===== config.mk =====
export PLATFORM = sky130hd
export DESIGN_NAME = nibble_serial_add_ctrl
export DESIGN_NICKNAME = d
export VERILOG_FILES = /design/src/rtl/serial_add_pkg.sv /design/src/rtl/full_adder.sv /design/src/rtl/nibble_adder_ci.sv /design/src/rtl/nibble_serial_add_ctrl.sv
export SDC_FILE = /design/constraint.sdc
export NUM_CORES = 1
export LEC_CHECK = 0
export BUFFER_PORTS_ARGS = -buffer_cell sky130_fd_sc_hd__buf_2
export CAP_MARGIN = 20
export CORE_MARGIN = 2
export CORE_UTILIZATION = 27
export DETAILED_ROUTE_END_ITERATION = 16
export GPL_ROUTABILITY_DRIVEN = 0
export PLACE_DENSITY = 0.54
export SYNTH_ARGS = -nofsm -noshare
export SYNTH_HDL_FRONTEND = slang
export SYNTH_SLANG_ARGS = --single-unit

===== constraint.sdc =====
create_clock -name clk -period 3 [get_ports clk]
set_input_delay 0.6 -clock clk [delete_from_list [all_inputs] [get_ports clk]]
set_output_delay 0.6 -clock clk [all_outputs]
set_load 0.01 [all_outputs]

===== src/rtl/serial_add_pkg.sv =====
// Shared definitions for the nibble-serial adder controller: FSM state
// encoding and the slice width used by the shared adder.
package serial_add_pkg;

    localparam int NIBBLE_W = 4;

    typedef enum logic [1:0] {
        IDLE = 2'd0,
        ADD  = 2'd1,
        DONE = 2'd2
    } state_t;

endpackage


===== src/rtl/full_adder.sv =====
// Single-bit full adder cell; the building block of the nibble adder.
module full_adder (
    input  logic a_i,
    input  logic b_i,
    input  logic ci_i,
    output logic s_o,
    output logic co_o
);

    // Plain sum/majority equations.
    always_comb begin
        s_o  = a_i ^ b_i ^ ci_i;
        co_o = (a_i & b_i) | (a_i & ci_i) | (b_i & ci_i);
    end

endmodule


===== src/rtl/nibble_adder_ci.sv =====
// Combinational 4-bit ripple adder with carry-in and carry-out, built as a
// chain of full_adder cells.
import serial_add_pkg::*;

module nibble_adder_ci (
    input  logic [NIBBLE_W-1:0] a_i,
    input  logic [NIBBLE_W-1:0] b_i,
    input  logic                ci_i,
    output logic [NIBBLE_W-1:0] s_o,
    output logic                co_o
);

    logic [NIBBLE_W:0] c;

    assign c[0] = ci_i;
    assign co_o = c[NIBBLE_W];

    genvar i;
    generate
        for (i = 0; i < NIBBLE_W; i++) begin : g_bit
            full_adder u_fa (
                .a_i  (a_i[i]),
                .b_i  (b_i[i]),
                .ci_i (c[i]),
                .s_o  (s_o[i]),
                .co_o (c[i+1])
            );
        end
    endgenerate

endmodule


===== src/rtl/nibble_serial_add_ctrl.sv =====
// Nibble-serial adder controller. Operands are accepted with a valid/ready
// handshake, then one shared 4-bit adder walks the slices LSB first, one per
// cycle; the result is held with out_valid until the consumer takes it.
// Handshake: a transfer happens on a rising edge where valid && ready; the
// producer holds its data while valid is high and ready is low.
// Optional feature: define SERIAL_ADD_SUB_EN to add the op_sub port and
// subtraction (A - B via inverted B slices and carry-in seed 1).
import serial_add_pkg::*;

module nibble_serial_add_ctrl #(
    parameter int NIBBLES = 4
) (
    input  logic                    clk,
    input  logic                    rst_n,
    input  logic                    in_valid,
    output logic                    in_ready,
    input  logic [4*NIBBLES-1:0]    a,
    input  logic [4*NIBBLES-1:0]    b,
`ifdef SERIAL_ADD_SUB_EN
    input  logic                    op_sub,
`endif
    output logic                    out_valid,
    input  logic                    out_ready,
    output logic [4*NIBBLES-1:0]    sum,
    output logic                    carry,
    output logic                    busy,
    output logic [1:0]              dbg_state
);

    localparam int W     = NIBBLE_W * NIBBLES;
    localparam int IDX_W = $clog2(NIBBLES);
    localparam logic [IDX_W-1:0] LAST_IDX = IDX_W'(NIBBLES - 1);

    state_t           state_q, state_d;
    logic [IDX_W-1:0] idx_q, idx_d;
    logic             carry_q, carry_d;
    logic [W-1:0]     sum_q, sum_d;
    logic [W-1:0]     a_q, a_d;
    logic [W-1:0]     b_q, b_d;
    logic             sub_q;
    logic             seed;

    logic [NIBBLE_W-1:0] add_a, add_b, add_s;
    logic                add_co;

`ifdef SERIAL_ADD_SUB_EN
    logic sub_d;

    assign seed = op_sub;

    // Operation select captured with the operands.
    always_ff @(posedge clk or negedge rst_n) begin
        if (!rst_n) sub_q <= 1'b0;
        else        sub_q <= sub_d;
    end

    // Latch op_sub only on the accept cycle.
    always_comb begin
        sub_d = sub_q;
        if (state_q == IDLE && in_valid) sub_d = op_sub;
    end
`else
    assign seed  = 1'b0;
    assign sub_q = 1'b0;
`endif

    // Slice selection feeding the single shared adder; B is inverted when subtracting.
    always_comb begin
        add_a = a_q[int'(idx_q)*NIBBLE_W +: NIBBLE_W];
        add_b = b_q[int'(idx_q)*NIBBLE_W +: NIBBLE_W] ^ {NIBBLE_W{sub_q}};
    end

    nibble_adder_ci u_adder (
        .a_i  (add_a),
        .b_i  (add_b),
        .ci_i (carry_q),
        .s_o  (add_s),
        .co_o (add_co)
    );

    // State and datapath registers.
    always_ff @(posedge clk or negedge rst_n) begin
        if (!rst_n) begin
            state_q <= IDLE;
            idx_q   <= '0;
            carry_q <= 1'b0;
            sum_q   <= '0;
            a_q     <= '0;
            b_q     <= '0;
        end else begin
            state_q <= state_d;
            idx_q   <= idx_d;
            carry_q <= carry_d;
            sum_q   <= sum_d;
            a_q     <= a_d;
            b_q     <= b_d;
        end
    end

    // Next-state logic: accept in IDLE, one slice per cycle in ADD, hold in DONE.
    always_comb begin
        state_d = state_q;
        idx_d   = idx_q;
        carry_d = carry_q;
        sum_d   = sum_q;
        a_d     = a_q;
        b_d     = b_q;
        case (state_q)
            IDLE: begin
                if (in_valid) begin
                    a_d     = a;
                    b_d     = b;
                    idx_d   = '0;
                    carry_d = seed;
                    sum_d   = '0;
                    state_d = ADD;
                end
            end
            ADD: begin
                sum_d[int'(idx_q)*NIBBLE_W +: NIBBLE_W] = add_s;
                carry_d = add_co;
                if (idx_q == LAST_IDX) state_d = DONE;
                else                   idx_d   = idx_q + 1'b1;
            end
            DONE: begin
                if (out_ready) state_d = IDLE;
            end
            default: state_d = IDLE;
        endcase
    end

    // Outputs decode straight from registered state so they never glitch.
    always_comb begin
        in_ready  = (state_q == IDLE);
        out_valid = (state_q == DONE);
        busy      = (state_q != IDLE);
        sum       = sum_q;
        carry     = carry_q;
        dbg_state = state_q;
    end

endmodule


; ---- After elaboration in Yosys (flattened, before gate mapping)
; Cells that the tools add are included.
[op_classes]
n_addsub = 2
n_mul = 0
div = 0
order_cmp = 0
eq_ne = 7
n_shift = 4
n_mux = 12
n_bitwise = 28
n_reduce_logical = 7
[ops]
columns = op, count
row1 = negation 4 -> 33 bit, 1
row2 = "variable shift 4 x 33 -> 16 bit, first input constant", 1
row3 = variable part select 4 x 33 -> 16 bit, 1
row4 = case mux 16 bit (2 select lines), 1
row5 = variable part select 16 x 5 -> 4 bit, 2
row6 = bitwise mux 16 bit, 1
row7 = 2-to-1 mux 16 bit, 1
row8 = AND 1 bit, 12
row9 = 2-to-1 mux 2 bit, 5
row10 = OR 1 bit, 8
row11 = XOR 1 bit, 8
row12 = "!= test 2 bit, second input constant", 3
row13 = case mux 2 bit (3 select lines), 1
row14 = AND reduction 3 bit, 2
row15 = "== test 2 bit, second input constant", 2
row16 = case mux 2 bit (2 select lines), 1
row17 = AND reduction 2 bit, 2
row18 = nonzero test 2 bit, 2
row19 = "adder 2 x 1 -> 2 bit, second input constant", 1
row20 = "== test 2 x 1 -> 1 bit, second input constant", 1
row21 = zero test 2 bit, 1
row22 = "!= test 2 x 1 -> 1 bit, second input constant", 1
row23 = case mux 1 bit (2 select lines), 1
row24 = 2-to-1 mux 1 bit, 1
[word_totals]
reg_bits = 53
latch_bits = 0
ram_bits = 0
rom_bits = 0
in_bits = 36
elab_cells = 66
memories = 0

; ---- Depth between registers and ports, before layout
[depth]
depth_word = 14
depth_mapped = 9
depth_no_buf = 8

; ---- Hierarchy
; Synthesis repeated with hierarchy kept, for this count alone.
[unflattened]
cells_unflattened = 161
area_unflattened_um2 = 2618.8
[by_module_without_submodules]
columns = mod, instances, cells_each, area_each_um2, seq_area_each_um2
row1 = nibble_serial_add_ctrl, 1, 157, 2538.7, 1326.3
row2 = full_adder, 4, 1, 20.0, 0.0

; ---- Least setup slack after synthesis
; No wires, ideal clock.
[synth_timing]
kind = reg2reg
start = register idx_q[0]
end = register sum_q[3] (netlist: sum[3])
t_arrival_ns = 2.659
required_time_ns = 2.918
slack_ns = 0.258
path_stages_with_launch = 9
path_buffers = 1
period_less_slack_ns = 2.742
path_cell_list = dfrtp_1 -> buf_2 -> mux4_2 -> fa_1 -> inv_1 -> fa_1 -> fa_1 -> fa_1 -> o22ai_1
[synth_via]
elab_chain_cells = 14
[synth_lines]
columns = element, line_no
row1 = from (decl), nibble_serial_add_ctrl.sv:35  ; logic [IDX_W-1:0] idx_q, idx_d;
row2 = from (signal assigned), nibble_serial_add_ctrl.sv:92  ; idx_q <= idx_d;
row3 = variable part select 16 x 5 -> 4 bit (on tied branches), "nibble_serial_add_ctrl.sv:69, nibble_serial_add_ctrl.sv:70"
row4 = AND 1 bit, full_adder.sv:13  ; co_o = (a_i & b_i) | (a_i & ci_i) | (b_i & ci_i);
row5 = OR 1 bit (2 in a row), full_adder.sv:13
row6 = AND 1 bit, full_adder.sv:13
row7 = OR 1 bit (2 in a row), full_adder.sv:13
row8 = AND 1 bit, full_adder.sv:13
row9 = OR 1 bit (2 in a row), full_adder.sv:13
row10 = XOR 1 bit, full_adder.sv:12  ; s_o = a_i ^ b_i ^ ci_i;
row11 = variable part select 4 x 33 -> 16 bit, nibble_serial_add_ctrl.sv:120  ; sum_d[int'(idx_q)*NIBBLE_W +: NIBBLE_W] = add_s;
row12 = bitwise mux 16 bit (*), nibble_serial_add_ctrl.sv:120
row13 = case mux 16 bit (2 select lines) (*), nibble_serial_add_ctrl.sv:108  ; case (state_q)
row14 = to (signal assigned), nibble_serial_add_ctrl.sv:94  ; sum_q <= sum_d;
row15 = to (decl), nibble_serial_add_ctrl.sv:37  ; logic [W-1:0] sum_q, sum_d;
; Every way passes the cells marked *; elsewhere a longest branch is shown, timed or not.
; A chain may end at the register's enable or synchronous reset.

; ---- Worst setup path after layout
; Ends and elaborated chain as after synthesis.

==> flow_summary.yaml <==
placement:
  port_buffers: 57
  dp_slack_ns: 0.344
  hpwl_um: 4170
synthesis:
  synthArstFlopShare_pct: 100
  syn_avg_cell_area_um2: 14.3
  synth_top_area_cell: "dfrtp_1"
  syn-num-nets: 229
  ys_warn_count: 0
  synth-edff-count: 0
  synthTopCellsByArea: "dfrtp_1, mux2_4, mux4_2"
  synth_flop_cell: "dfrtp_1"
  synth_top_area_share_pct: 50.5
  yosys_register_bits: 53
  syn_area_um2: 2620
  synth.distinct_cells: 27
  syn_inst: 184
  yosysMostFrequentCell: "dfrtp_1"
  synth_common_cells: "dfrtp_1, mux2_4, inv_1, o22ai_1, mux4_2"
  ys_seq_area_share_pct: 50.5
critical_path:
  cp_data_arrival_time_ns: 2.84
  crit_required_ns: 3.17
  crit_path_end_kind: "register"
  criticalPathCategory: "reg2reg"
  path_max_fanout: 5
  startpoint_type: "register"
  r2r_slack_ns: 0.33
timing:
  holdWs_ns: 0.263
  fmax_mhz: 375
  tns_ns: 0
  setup-violations-final: 0
  drv_slew: 0
  finalWorstSetupSlack_ns: 0.333
  fin_crit_ns: 2.67
  tightest_slew_ns: 0.603
  skew_ns: 0.00698
  relSlewSlack_pct: 59.8
  rsz0062_at_grt: "no"
  timing.final.crit_share_pct: 88.9
  finalHoldViolations: 0
power_and_ir_drop:
  p_comb_share_pct: 52.4
  total_power_mw: 3.76
  irDropWorstVdd_mv: 0.447
  leakage_nw: 1.50
  internal_power_mw: 2.36
  p_sw_mw: 1.40
  seq_power_share_pct: 34.8
  clock_power_share_pct: 12.9
  switching_share_pct: 37.2
  pwr_density_cell_nw_per_um2: 1210
floorplanning:
  fp.coreArea_um2: 9330
  placementRows: 35
  die_h_um: 103
  die_w_um: 103
  die_area_um2: 10500
  floorplan.initialDensity_pct: 28.1
  io_pins: 58
layout:
  final_util_pct: 33.4
  antennaDiodeCount: 0
  nNetsFinal: 290
  syn_to_final_growth_pct: 18.7
  drive_gt1_share_pct: 46.3
outcome:
  status: "finished clean"
clock_tree:
  root_buffer: "clkbuf_8"
  cts_htree_levels: 2
  cts.clk_slew.worst_paths_ns: 0.10
  ctsResizeCount: 0
  cts_max_path_buffers: 2
  clock_latency_ns: 0.30
  cts_buffers: 5
  post_cts_buffers: 0
  ctsHoldBuffers: 0
  cts_tree: "built"
  cts_sinks: 53
drt:
  via_per_inst: 4.22
  drc_errors: 0
  drt-pass1-iter-count: 4
  drt_iter0_drc: 63
  routedWlPerCell_um: 14.3
  vias: 1584
  ant_nets: 0
  wl_um: 5360
flow_run:
  drv_cap: 0
global_route:
  grt_pass1_vias: 1621
  overflow: 0
  grt_max_degree: 33
  grt_pass1_wl_um: 8510
  grtUsageTotal_pct: 10.8
  antenna_found_initial: 0
hold_path:
  hold_path.class: "in2async"
==> per-stage QoR <==
step | std cells | cell area (um^2)
2_1_floorplan | 184 | 2620
3_3_place_gp | 367 | 3000
3_5_place_dp | 367 | 3000
4_1_cts | 375 | 3110
5_1_grt | 375 | 3110
6_report | 375 | 3110
==> cells in the final DEF (no fill, tap or decap), drive strengths merged <==
cell / synthesis / final
a21oi: 5 / 5
a22o: 5 / 5
and2: 1 / 1
and2b: 1 / 1
and4bb: 1 / 1
buf: 7 / 62
bufinv: 0 / 1
clkbuf: 1 / 6
clkinv: 0 / 1
dfrtp: 53 / 53
fa: 4 / 4
ha: 5 / 5
inv: 29 / 29
mux2: 33 / 33
mux4: 8 / 8
nand2: 4 / 4
nand2b: 1 / 1
nand3: 2 / 2
nand3b: 1 / 1
nand4: 1 / 1
nor2: 3 / 3
nor2b: 1 / 1
o21bai: 1 / 1
o22ai: 16 / 16
or2: 1 / 1
==> worst max-delay path: stages (launching register included) <==
cell and delay [ns]:
dfrtp_1 0.44, buf_4 0.19, mux4_2 0.32, inv_1 0.05, fa_1 0.44, fa_1 0.41, fa_1 0.58, o22ai_1 0.11
==> area by class of cell <==
type / instances / area, um^2
clock buffers: 6 / 72.6
clock inverters: 2 / 38.8
fillers: 948 / 6210
inverters: 29 / 109
multi-input cells: 94 / 1080
flip-flops and latches: 53 / 1330
well taps: 129 / 161
repair buffers: 62 / 323
==> power groups by stage <==
stage	clock [mW]	sequential (mW)	combinational (mW)
5_1_grt	0.525	1.35	2.18
3_3_place_gp	0	1.32	1.95
6_report	0.483	1.31	1.97
4_1_cts	0.501	1.31	1.99
2_1_floorplan	0	1.25	1.53
3_5_place_dp	0	1.32	1.99
==> metal layers <==
layer | track usage (%) | wire [um]
met5 | 0 | 0
met2 | 16.1 | 2440
met3 | 2.51 | 262
met1 | 15.6 | 2610
met4 | 3.08 | 45
==> path summary, 6_finish.rpt <==
path | cells past startpoint | start | endpoint
min in group clk | 2 | b[13] | b_q[13]$_DFFE_PN0P_
max in group asynchronous | 2 | rst_n | sum[3]$_DFFE_PN0P_
worst min-delay path | 1 | rst_n | sum[12]$_DFFE_PN0P_
worst max register to register | 7 | idx_q[0]$_DFFE_PN0P_ | sum[3]$_DFFE_PN0P_
worst min register to register | 2 | sum[1]$_DFFE_PN0P_ | sum[1]$_DFFE_PN0P_
worst max-delay path | 7 | idx_q[0]$_DFFE_PN0P_ | sum[3]$_DFFE_PN0P_
==> state kept, by name, summed over array words and instances (netlist names) <==
register / cells
sum: 16
carry: 1
dbg_state: 2
b_q: 16
idx_q: 2
a_q: 16
==> cells by family after synthesis <==
logic type | count (synthesis) | synth area share (%)
AO/OA/AOI/OAI | 27 | 6.72
adder cells (fa/ha/maj) | 9 | 5.44
buffers and inverters | 37 | 8.15
flip-flops | 53 | 50.5
multiplexers | 41 | 25.3
AND/OR/NAND/NOR | 17 | 3.82
Note: power is estimated with default switching activity, not from simulation.
